### src/rtl/box_pkg.sv
// rtl/box_pkg.sv - shared types and constants for the box_mover controller
package box_pkg;

    typedef enum logic [2:0] {
        ST_INIT  = 3'd0,
        ST_DRAW  = 3'd1,
        ST_WAIT  = 3'd2,
        ST_ERASE = 3'd3,
        ST_MOVE  = 3'd4
    } mover_state_t;

    localparam int DEFAULT_SCREEN_W = 160;
    localparam int DEFAULT_SCREEN_H = 120;

    localparam logic [2:0] ERASE_COLOUR = 3'b000;

endpackage

### src/rtl/box_mover_if.sv
// rtl/box_mover_if.sv - rasterizer request bus between box_mover and the box rasterizer
interface box_mover_if #(
    parameter int X_W    = 8,
    parameter int Y_W    = 7,
    parameter int SIZE_W = 5
);
    logic [X_W-1:0]    box_x;
    logic [Y_W-1:0]    box_y;
    logic [SIZE_W-1:0] box_size;
    logic [2:0]        box_colour;
    logic              box_valid;
    logic              box_ready;

    modport master (
        output box_x, box_y, box_size, box_colour, box_valid,
        input  box_ready
    );

    modport slave (
        input  box_x, box_y, box_size, box_colour, box_valid,
        output box_ready
    );
endinterface

### src/rtl/axis_bounce.sv
// rtl/axis_bounce.sv - next position/direction for one axis, reflecting off both screen edges
module axis_bounce #(
    parameter int W      = 8,
    parameter int SIZE_W = 5,
    parameter int LIMIT  = 160
) (
    input  logic [W-1:0]      i_pos,
    input  logic              i_dir,
    input  logic [SIZE_W-1:0] i_size,
    output logic [W-1:0]      o_pos,
    output logic              o_dir,
    output logic              o_bounce
);
    localparam logic [W:0] LIM = (W+1)'(LIMIT);

    logic [W:0] w_size_ext;
    logic [W:0] w_sum;
    logic [W:0] w_edge;

    assign w_size_ext = {{(W+1-SIZE_W){1'b0}}, i_size};
    assign w_sum      = {1'b0, i_pos} + w_size_ext;
    // Touching the edge steps back by one; overshooting (size grew) lands exactly on it.
    assign w_edge     = LIM - w_size_ext - {{W{1'b0}}, (w_sum == LIM)};

    always_comb begin
        o_pos    = i_pos;
        o_dir    = i_dir;
        o_bounce = 1'b0;
        if (i_dir) begin
            if (w_sum >= LIM) begin
                o_pos    = w_edge[W-1:0];
                o_dir    = 1'b0;
                o_bounce = 1'b1;
            end else begin
                o_pos = i_pos + W'(1);
            end
        end else begin
            if (i_pos == '0) begin
                o_pos    = W'(1);
                o_dir    = 1'b1;
                o_bounce = 1'b1;
            end else begin
                o_pos = i_pos - W'(1);
            end
        end
    end
endmodule

### src/rtl/box_mover.sv
// rtl/box_mover.sv - per-frame erase/move/draw sequencer for one bouncing square sprite
module box_mover
    import box_pkg::*;
#(
    parameter int SCREEN_W        = DEFAULT_SCREEN_W,
    parameter int SCREEN_H        = DEFAULT_SCREEN_H,
    parameter int X_W             = 8,
    parameter int Y_W             = 7,
    parameter int SIZE_W          = 5,
    parameter int FRAMES_PER_STEP = 4,
    parameter int START_X         = 0,
    parameter int START_Y         = 0
) (
    input  logic              clock,
    input  logic              reset,
    input  logic              enable,
    input  logic              frame_tick,
    input  logic [SIZE_W-1:0] size,
    input  logic [2:0]        colour,
    box_mover_if.master       bus,
    output logic              bounce_x,
    output logic              bounce_y
);
    localparam int CNT_W = (FRAMES_PER_STEP > 1) ? $clog2(FRAMES_PER_STEP) : 1;
    localparam logic [CNT_W-1:0] CNT_LAST = CNT_W'(FRAMES_PER_STEP - 1);
    localparam logic [X_W:0] LIM_X = (X_W+1)'(SCREEN_W);
    localparam logic [Y_W:0] LIM_Y = (Y_W+1)'(SCREEN_H);

    mover_state_t      r_state;
    logic [X_W-1:0]    r_x;
    logic [Y_W-1:0]    r_y;
    logic              r_dir_x;
    logic              r_dir_y;
    logic [SIZE_W-1:0] r_size;
    logic [2:0]        r_colour;
    logic              r_valid;
    logic [CNT_W-1:0]  r_cnt;

    logic [X_W:0]   w_init_xsum;
    logic [Y_W:0]   w_init_ysum;
    logic [X_W:0]   w_init_xfit;
    logic [Y_W:0]   w_init_yfit;
    logic [X_W-1:0] w_init_x;
    logic [Y_W-1:0] w_init_y;
    logic [X_W-1:0] w_next_x;
    logic [Y_W-1:0] w_next_y;
    logic           w_next_dir_x;
    logic           w_next_dir_y;
    logic           w_bounce_x;
    logic           w_bounce_y;

    // Initial clamp pulls the box back inside when the start position plus size overhangs.
    assign w_init_xsum = {1'b0, r_x} + {{(X_W+1-SIZE_W){1'b0}}, size};
    assign w_init_ysum = {1'b0, r_y} + {{(Y_W+1-SIZE_W){1'b0}}, size};
    assign w_init_xfit = LIM_X - {{(X_W+1-SIZE_W){1'b0}}, size};
    assign w_init_yfit = LIM_Y - {{(Y_W+1-SIZE_W){1'b0}}, size};
    assign w_init_x    = (w_init_xsum > LIM_X) ? w_init_xfit[X_W-1:0] : r_x;
    assign w_init_y    = (w_init_ysum > LIM_Y) ? w_init_yfit[Y_W-1:0] : r_y;

    // The step uses the size sampled in MOVE, so a growing box reflects immediately.
    axis_bounce #(.W(X_W), .SIZE_W(SIZE_W), .LIMIT(SCREEN_W)) u_axis_x (
        .i_pos    (r_x),
        .i_dir    (r_dir_x),
        .i_size   (size),
        .o_pos    (w_next_x),
        .o_dir    (w_next_dir_x),
        .o_bounce (w_bounce_x)
    );

    axis_bounce #(.W(Y_W), .SIZE_W(SIZE_W), .LIMIT(SCREEN_H)) u_axis_y (
        .i_pos    (r_y),
        .i_dir    (r_dir_y),
        .i_size   (size),
        .o_pos    (w_next_y),
        .o_dir    (w_next_dir_y),
        .o_bounce (w_bounce_y)
    );

    always_ff @(posedge clock) begin
        if (reset) begin
            r_state  <= ST_INIT;
            r_x      <= X_W'(START_X);
            r_y      <= Y_W'(START_Y);
            r_dir_x  <= 1'b1;
            r_dir_y  <= 1'b1;
            r_size   <= '0;
            r_colour <= ERASE_COLOUR;
            r_valid  <= 1'b0;
            r_cnt    <= '0;
        end else begin
            case (r_state)
                ST_INIT: begin
                    r_size   <= size;
                    r_x      <= w_init_x;
                    r_y      <= w_init_y;
                    r_colour <= colour;
                    r_valid  <= 1'b1;
                    r_state  <= ST_DRAW;
                end
                ST_DRAW: begin
                    if (r_valid && bus.box_ready) begin
                        r_valid <= 1'b0;
                        r_state <= ST_WAIT;
                    end
                end
                ST_WAIT: begin
                    if (enable && frame_tick) begin
                        if (r_cnt == CNT_LAST) begin
                            r_cnt    <= '0;
                            r_colour <= ERASE_COLOUR;
                            r_valid  <= 1'b1;
                            r_state  <= ST_ERASE;
                        end else begin
                            r_cnt <= r_cnt + CNT_W'(1);
                        end
                    end
                end
                ST_ERASE: begin
                    if (r_valid && bus.box_ready) begin
                        r_valid <= 1'b0;
                        r_state <= ST_MOVE;
                    end
                end
                ST_MOVE: begin
                    r_size   <= size;
                    r_x      <= w_next_x;
                    r_y      <= w_next_y;
                    r_dir_x  <= w_next_dir_x;
                    r_dir_y  <= w_next_dir_y;
                    r_colour <= colour;
                    r_valid  <= 1'b1;
                    r_state  <= ST_DRAW;
                end
                default: begin
                    r_valid <= 1'b0;
                    r_state <= ST_INIT;
                end
            endcase
        end
    end

    assign bus.box_x      = r_x;
    assign bus.box_y      = r_y;
    assign bus.box_size   = r_size;
    assign bus.box_colour = r_colour;
    assign bus.box_valid  = r_valid;

    assign bounce_x = (r_state == ST_MOVE) && w_bounce_x;
    assign bounce_y = (r_state == ST_MOVE) && w_bounce_y;
endmodule
### src/flat_wrapper.sv
// flat-port wrapper written by rule: the top's interface ports become plain ports
module box_mover_flat import box_pkg::*;
#(
    parameter int SCREEN_W        = DEFAULT_SCREEN_W,
    parameter int SCREEN_H        = DEFAULT_SCREEN_H,
    parameter int X_W             = 8,
    parameter int Y_W             = 7,
    parameter int SIZE_W          = 5,
    parameter int FRAMES_PER_STEP = 4,
    parameter int START_X         = 0,
    parameter int START_Y         = 0
)
  (clock, reset, enable, frame_tick, size, colour, bounce_x, bounce_y, bus_box_x, bus_box_y, bus_box_size, bus_box_colour, bus_box_valid, bus_box_ready);
  box_mover_if #(.X_W(X_W), .Y_W(Y_W), .SIZE_W(SIZE_W)) bus_i ();
  input  logic clock;
  input  logic reset;
  input  logic enable;
  input  logic frame_tick;
  input  logic [SIZE_W-1:0] size;
  input  logic [2:0] colour;
  output logic bounce_x;
  output logic bounce_y;
  output wire logic [$bits(bus_i.box_x)-1:0] bus_box_x;
  output wire logic [$bits(bus_i.box_y)-1:0] bus_box_y;
  output wire logic [$bits(bus_i.box_size)-1:0] bus_box_size;
  output wire logic [$bits(bus_i.box_colour)-1:0] bus_box_colour;
  output wire logic [$bits(bus_i.box_valid)-1:0] bus_box_valid;
  input wire logic [$bits(bus_i.box_ready)-1:0] bus_box_ready;
  assign bus_box_x = bus_i.box_x;
  assign bus_box_y = bus_i.box_y;
  assign bus_box_size = bus_i.box_size;
  assign bus_box_colour = bus_i.box_colour;
  assign bus_box_valid = bus_i.box_valid;
  assign bus_i.box_ready = bus_box_ready;
  box_mover #(.SCREEN_W(SCREEN_W), .SCREEN_H(SCREEN_H), .X_W(X_W), .Y_W(Y_W), .SIZE_W(SIZE_W), .FRAMES_PER_STEP(FRAMES_PER_STEP), .START_X(START_X), .START_Y(START_Y)) u_core (.clock(clock), .reset(reset), .enable(enable), .frame_tick(frame_tick), .size(size), .colour(colour), .bus(bus_i), .bounce_x(bounce_x), .bounce_y(bounce_y));
endmodule
### config.mk
export PLATFORM = sky130hd
export DESIGN_NAME = box_mover_flat
export DESIGN_NICKNAME = d
export VERILOG_FILES = /design/src/rtl/box_pkg.sv /design/src/rtl/box_mover_if.sv /design/src/rtl/axis_bounce.sv /design/src/rtl/box_mover.sv /design/src/flat_wrapper.sv
export SDC_FILE = /design/constraint.sdc
export NUM_CORES = 1
export LEC_CHECK = 0
export ABC_AREA = 1
export CORE_MARGIN = 2
export CORE_UTILIZATION = 51
export DETAILED_ROUTE_END_ITERATION = 6
export PLACE_DENSITY = 0.72
export SLEW_MARGIN = 10
export SYNTH_ARGS = -nofsm -noshare
export SYNTH_HDL_FRONTEND = slang
export SYNTH_HIERARCHICAL = 1
export SYNTH_SLANG_ARGS = --single-unit
### constraint.sdc
create_clock -name clock -period 6.62 [get_ports clock]
set_input_delay 1.324 -clock clock [delete_from_list [all_inputs] [get_ports clock]]
set_output_delay 1.324 -clock clock [all_outputs]
set_load 0.05 [all_outputs]
# Word-level counts from Yosys, hierarchy flattened
# Cells that the tools add are included.
dict set report op_classes {
  add_sub_neg 11
  order_cmp 4
  eq_ne 14
  muxes 33
  reduce_logical 17
}
# op n
set ops {}
lappend ops {{$mux 8} 4}
lappend ops {{$mux 7} 4}
lappend ops {{$mux 3} 6}
lappend ops {{$pmux 8 s2} 1}
lappend ops {{$ne 2x1->1 const B} 7}
lappend ops {{$pmux 7 s2} 1}
lappend ops {{$mux 1} 13}
lappend ops {{$pmux 3 s4} 1}
lappend ops {{$add 8x5->9} 1}
lappend ops {{$eq 9x8->1 const B} 1}
lappend ops {{$ge 9x8->1 const B} 1}
lappend ops {{$gt 9x8->1 const B} 1}
lappend ops {{$add 7x5->8} 1}
lappend ops {{$add 8x1->8 const B} 1}
lappend ops {{$eq 8x7->1 const B} 1}
lappend ops {{$ge 8x7->1 const B} 1}
lappend ops {{$gt 8x7->1 const B} 1}
lappend ops {{$logic_not 8->1} 1}
lappend ops {{$sub 8x1->8} 1}
lappend ops {{$sub 8x1->8 const B} 1}
lappend ops {{$sub 8x5->8 const A} 1}
lappend ops {{$add 7x1->7 const B} 1}
lappend ops {{$logic_not 7->1} 1}
lappend ops {{$sub 7x1->7} 1}
lappend ops {{17 further kinds} 26}
dict set report totals {
  reg_bits 31
  in_bits 13
  out_inout_bits 26
  elab_cells 88
}

# Logic depth before layout (Yosys ltp)
dict set report logic_depth {
  ltp_word 6
  mapped_depth 24
  depth_no_buf 24
}

# Cells and area by module
# Netlist, hierarchy kept.
# module instances cells_per_inst area_each_um2
set by_module_without_submodules {}
lappend by_module_without_submodules {box_mover 1 298 2077.0}
lappend by_module_without_submodules {{axis_bounce (u_core.u_axis_x)} 1 163 1178.6}
lappend by_module_without_submodules {{axis_bounce (u_core.u_axis_y)} 1 133 895.9}

# Worst setup path before layout
# No wires, ideal clock.
dict set report synth_timing {
  path_kind {input -> output}
  from {in size[0]}
  to {out bounce_y}
  arrival_time_ns 3.359
  t_required_ns 5.296
  setup_slack_ns 1.937
  path_stages 13
  path_buffers 0
  path_cell_list {ha_1 > fa_1 > nand2_1 > nand2_1 > nand3_1 > nand2_1 > inv_1 > nand2_2 > nor2_4 > nand3_4 > a31oi_1 > inv_1 > nor2_1}
}
dict set report synth_via {
  elab_chain_cells 5
}
# item line
set synth_lines {}
lappend synth_lines {{start: declaration} flat_wrapper.sv:19} ;# input logic [SIZE_W-1:0] size;
lappend synth_lines {{$add 7x5->8} axis_bounce.sv:21} ;# assign w_sum = {1'b0, i_pos} + w_size_ext;
lappend synth_lines {{$ge 8x7->1} axis_bounce.sv:30} ;# if (w_sum >= LIM) begin
lappend synth_lines {{$mux 1} axis_bounce.sv:30}
lappend synth_lines {{$mux 1} axis_bounce.sv:29} ;# if (i_dir) begin
lappend synth_lines {{net u_core.w_bounce_y} box_mover.sv:50} ;# logic w_bounce_y;
lappend synth_lines {{$logic_and 1x1->1} box_mover.sv:149} ;# assign bounce_y = (r_state == ST_MOVE) && w_bounce_y;
lappend synth_lines {{end: declaration} flat_wrapper.sv:22} ;# output logic bounce_y;
# The timed path passes the listed nets, and every way through them passes these cells.

# Final worst setup path
# Ends and elaborated chain as after synthesis.

==> impl_results.md <==
- WL/cell: ~14 um
- Fmax: about 170 MHz
- Pre-Repair DR Iteration Count: 4
- Worst path arrival time: roughly 4.5 ns
- Die Ht: roughly 94 um
- Grt met2 use: 0.420
- Setup tns final: 0 ns
- Period Utilization, post-route: 0.883
- Most numerous cell in the Yosys netlist: nand2_1
- Rows: 32
- Top cell type by total area after synthesis: dfxtp_1
- Nets@finish: just under 700
- Max cap viols: 0
- Min-delay worst type: flop to flop
- Clk sinks: 31
- Initial antenna violation count: 0
- Iteration-0 DRC Markers: 133
- Largest family of logic cells by synthesized area: simple AND/OR/NAND/NOR gates
- Worst VDD drop: 0.179 mV
- PortBufs: 38
- Core Footprint: around 0.0078 mm2
- Vias/cell: around 5.4
- PD cells: 176 mW/mm2
- Post-Syn Area: 0.00415 mm2
- Post-synth top area share: 0.149
- Ys flop type: dfxtp_1
- I/O pins: 39
- Initial core utilization: 0.532
- Commonest cells in the netlist: 112 x nand2_1, 68 x inv_1, 49 x nand3_1, 42 x ha_1, 39 x nor2_1
- # setup viols final: 0
- Mean post-synth cell area: around 7 um2
- Final hold vios: 0
- Setup crit end kind: output port
- Maximum buffer depth of the clock tree: 2
- Top Family by Delay on Critical Path: buffers and inverters
- Area share of and/or/nand/nor cells after synthesis: 0.440
- Synth unique cells: 45
- Async set-reset flop share out of synthesis: 0
- Post-Synthesis Net Count: 653
- CTS tree: done
- Die width: 94.2 um
- Critical path type: input port to output port
- H-tree depth: 2
- FF-to-FF path depth: 20
- Number of global-route vias before repair: roughly 3.7k
- Area Growth Syn to Fin: 12.6%
- Post-Synth XOR/XNOR Area: 0.0591
- Outcome: complete, no violations
- DP Wirelength: roughly 7800 um
- Final Max Slew Viols: 0
- M3 GR Usage: 0.0273
- Hold Crit Start: u_core/r_cnt[1]
- Synth Instances: roughly 600
- Synth Register Bits: 31
- Leakage power: 0.00218 uW
- Largest net degree at the start of global routing: 22
- GR peak layer: met2
- Share of cells above drive strength 1: 0.193
- DP Cell Count: roughly 720
- GR Overflow Total: 0
- Setup bufs post-CTS: 0
- Gp weighted congestion: between 0.9 and 1
- Met1 usage: 0.318
- Worst Clk Skew: approximately 0.0037 ns
- PnR Total Power: between 800 and 900 uW
- Buf/Inv on CP: 4
- Post-synthesis mux area share: 0
- GRT Overall Usage: 0.242
- Reg2reg setup slack: ~3.0 ns
- Hold_buf cts: 0
- Rel. slew slack: 0.451
- Area contributors post-synth: dfxtp_1 15%, ha_1 13%, nand2_1 10%
- Crit path cell chain: clkdlybuf4s50_1, ha_1, fa_1, nand2_1, nand2_1, nand3b_1, nand2_1, nand2_1, nand2_1, inv_2, nand3_4, a31oi_1, inv_1, nor2_1, clkdlybuf4s50_1
- Area share of fa/ha/maj cells after synthesis: 0.146
- YS warnings: 6
- Antenna Nets Post-Route: 0
- Max incr delay on CP: roughly 0.81 ns
- RSZ-0062 raised after global routing: no
- Crit path launch type: input port
- Root Buffer: clkbuf_8
- Hold Path Depth: 2
- Latest clock arrival within the worst-skew pair: about 0.28 ns
- Antenna cells: 0
- Worst R2R End: u_core/bus.box_x[5]
- Slew @ Worst Pin: ~0.82 ns
- # fillers: 779
- CTS buffer count: 5
- Reg-to-reg startpoint: u_core/bus.box_x[2]
- # resized after CTS: 0
- Tmin final: between 5 and 6 ns
- DRC viols: 0
- Via count: 3911
- Worst hold endpoint: u_core/r_cnt[1]
- CTS clock-pin slew for the worst setup and hold paths: approximately 0.070 ns
- Req. time, crit path: ~5.3 ns
- EDFF count, synth: 0
- Seq/Total Area, Yosys: 0.149
- Max Fanout on Critical Path: 9
- Most frequent CP cell: nand2_1
- Total Wirelength: between 10000 and 15000 um
- Post-Layout Cell Count: 730
- Synth Area in Compound Gates: 0.109
- First-pass GRT wire length: between 15000 and 20000 um
- Slowest-stage cell, CP: clkdlybuf4s50_1
- Die area: 0.00888 mm2
## metal layers
| metal | vias up | part of all wire | wire length (um) |
|---|---|---|---|
| met3 | 13 | 0.033 | 342 |
| li1 | 2022 | - | - |
| met1 | 1810 | 0.47 | 4830 |
| met4 | 0 | 0.014 | 143 |
| met5 | - | 0 | 0 |
| met2 | 66 | 0.48 | 4930 |
## stage by stage
stage	instance area (um2)	setup WS, ns	util	hold slack [ns]
after floorplan	4150	1.94	-	0.427
after global placement	4590	0.855	0.588	0.437
after detailed placement	4590	0.783	0.588	0.451
after CTS	4670	0.775	0.599	0.462
after global routing	4670	0.555	0.599	0.476
final	4670	0.776	0.599	0.454
## final cells by class
type                    count  area [um2]  area share
inverters                  81         309      0.0661
clock buffers               5        68.8      0.0147
multi-input cells         467        3130       0.670
flip-flops and latches     31         621       0.133
repair buffers             41         403      0.0862
clock inverters             3        15.0     0.00321
well taps                 102         128      0.0273
## tightest hold or removal path, stage by stage (launching register included)
cell	delay [ns]
dfxtp_1	0.31
inv_1	0.05
a21oi_1	0.05
## cells in the final DEF, fill, tap and decap left out, types with 3 or more instances in the layout
cell / count
a21oi_1: 26
a21oi_2: 13
a31oi_1: 3
buf_4: 3
clkbuf_8: 5
clkdlybuf4s50_1: 38
clkinv_2: 3
dfxtp_1: 31
fa_1: 4
ha_1: 42
inv_1: 68
inv_2: 9
nand2_1: 112
nand2_2: 28
nand2_4: 4
nand2_8: 4
nand3_1: 49
nand3_2: 33
nand3b_1: 6
nand4_1: 17
nor2_1: 39
nor2_2: 4
nor2_4: 4
nor3_1: 8
nor3_2: 3
o211ai_1: 4
o21ai_0: 14
o21ai_1: 3
o21bai_1: 3
or2_1: 3
xnor2_1: 3
xor2_1: 25
## where the power goes
| group | switching [uW] | leakage [uW] | internal [uW] | total [uW] |
|---|---|---|---|---|
| Sequential | 38.2 | 0.000253 | 220 | 258 |
| Clock | 74.4 | 0.0000477 | 71.9 | 146 |
| Combinational | 281 | 0.00188 | 139 | 420 |
## logic make-up after synthesis
logic type	after synthesis
AOI/OAI and AO/OA	72
buffers and inverters	96
adders and majority gates	46
DFF	31
xor gates and xnor gates	28
and+or+nand+nor	321
## flip-flops by register name, summed over array words and instances, names as in the netlist
| signal | count |
|---|---|
| u_core/bus.box_colour | 3 |
| u_core/bus.box_y | 7 |
| u_core/r_dir_y | 1 |
| u_core/bus.box_size | 5 |
| u_core/bus.box_valid | 1 |
| u_core/bus.box_x | 8 |
| u_core/r_cnt | 2 |
| u_core/r_dir_x | 1 |
| u_core/r_state | 3 |
## worst max path at each step
stage	startpoint	end	slack, ns	cells past startpoint
floorplan	size[0]	bounce_y	1.94	13
global placement	size[0]	bounce_y	0.85	15
detailed placement	size[0]	bounce_y	0.78	15
CTS	size[0]	bounce_y	0.77	15
global route	size[0]	bounce_y	0.56	15
finish	size[0]	bounce_y	0.78	15
Note: power is estimated with default switching activity, not from simulation.
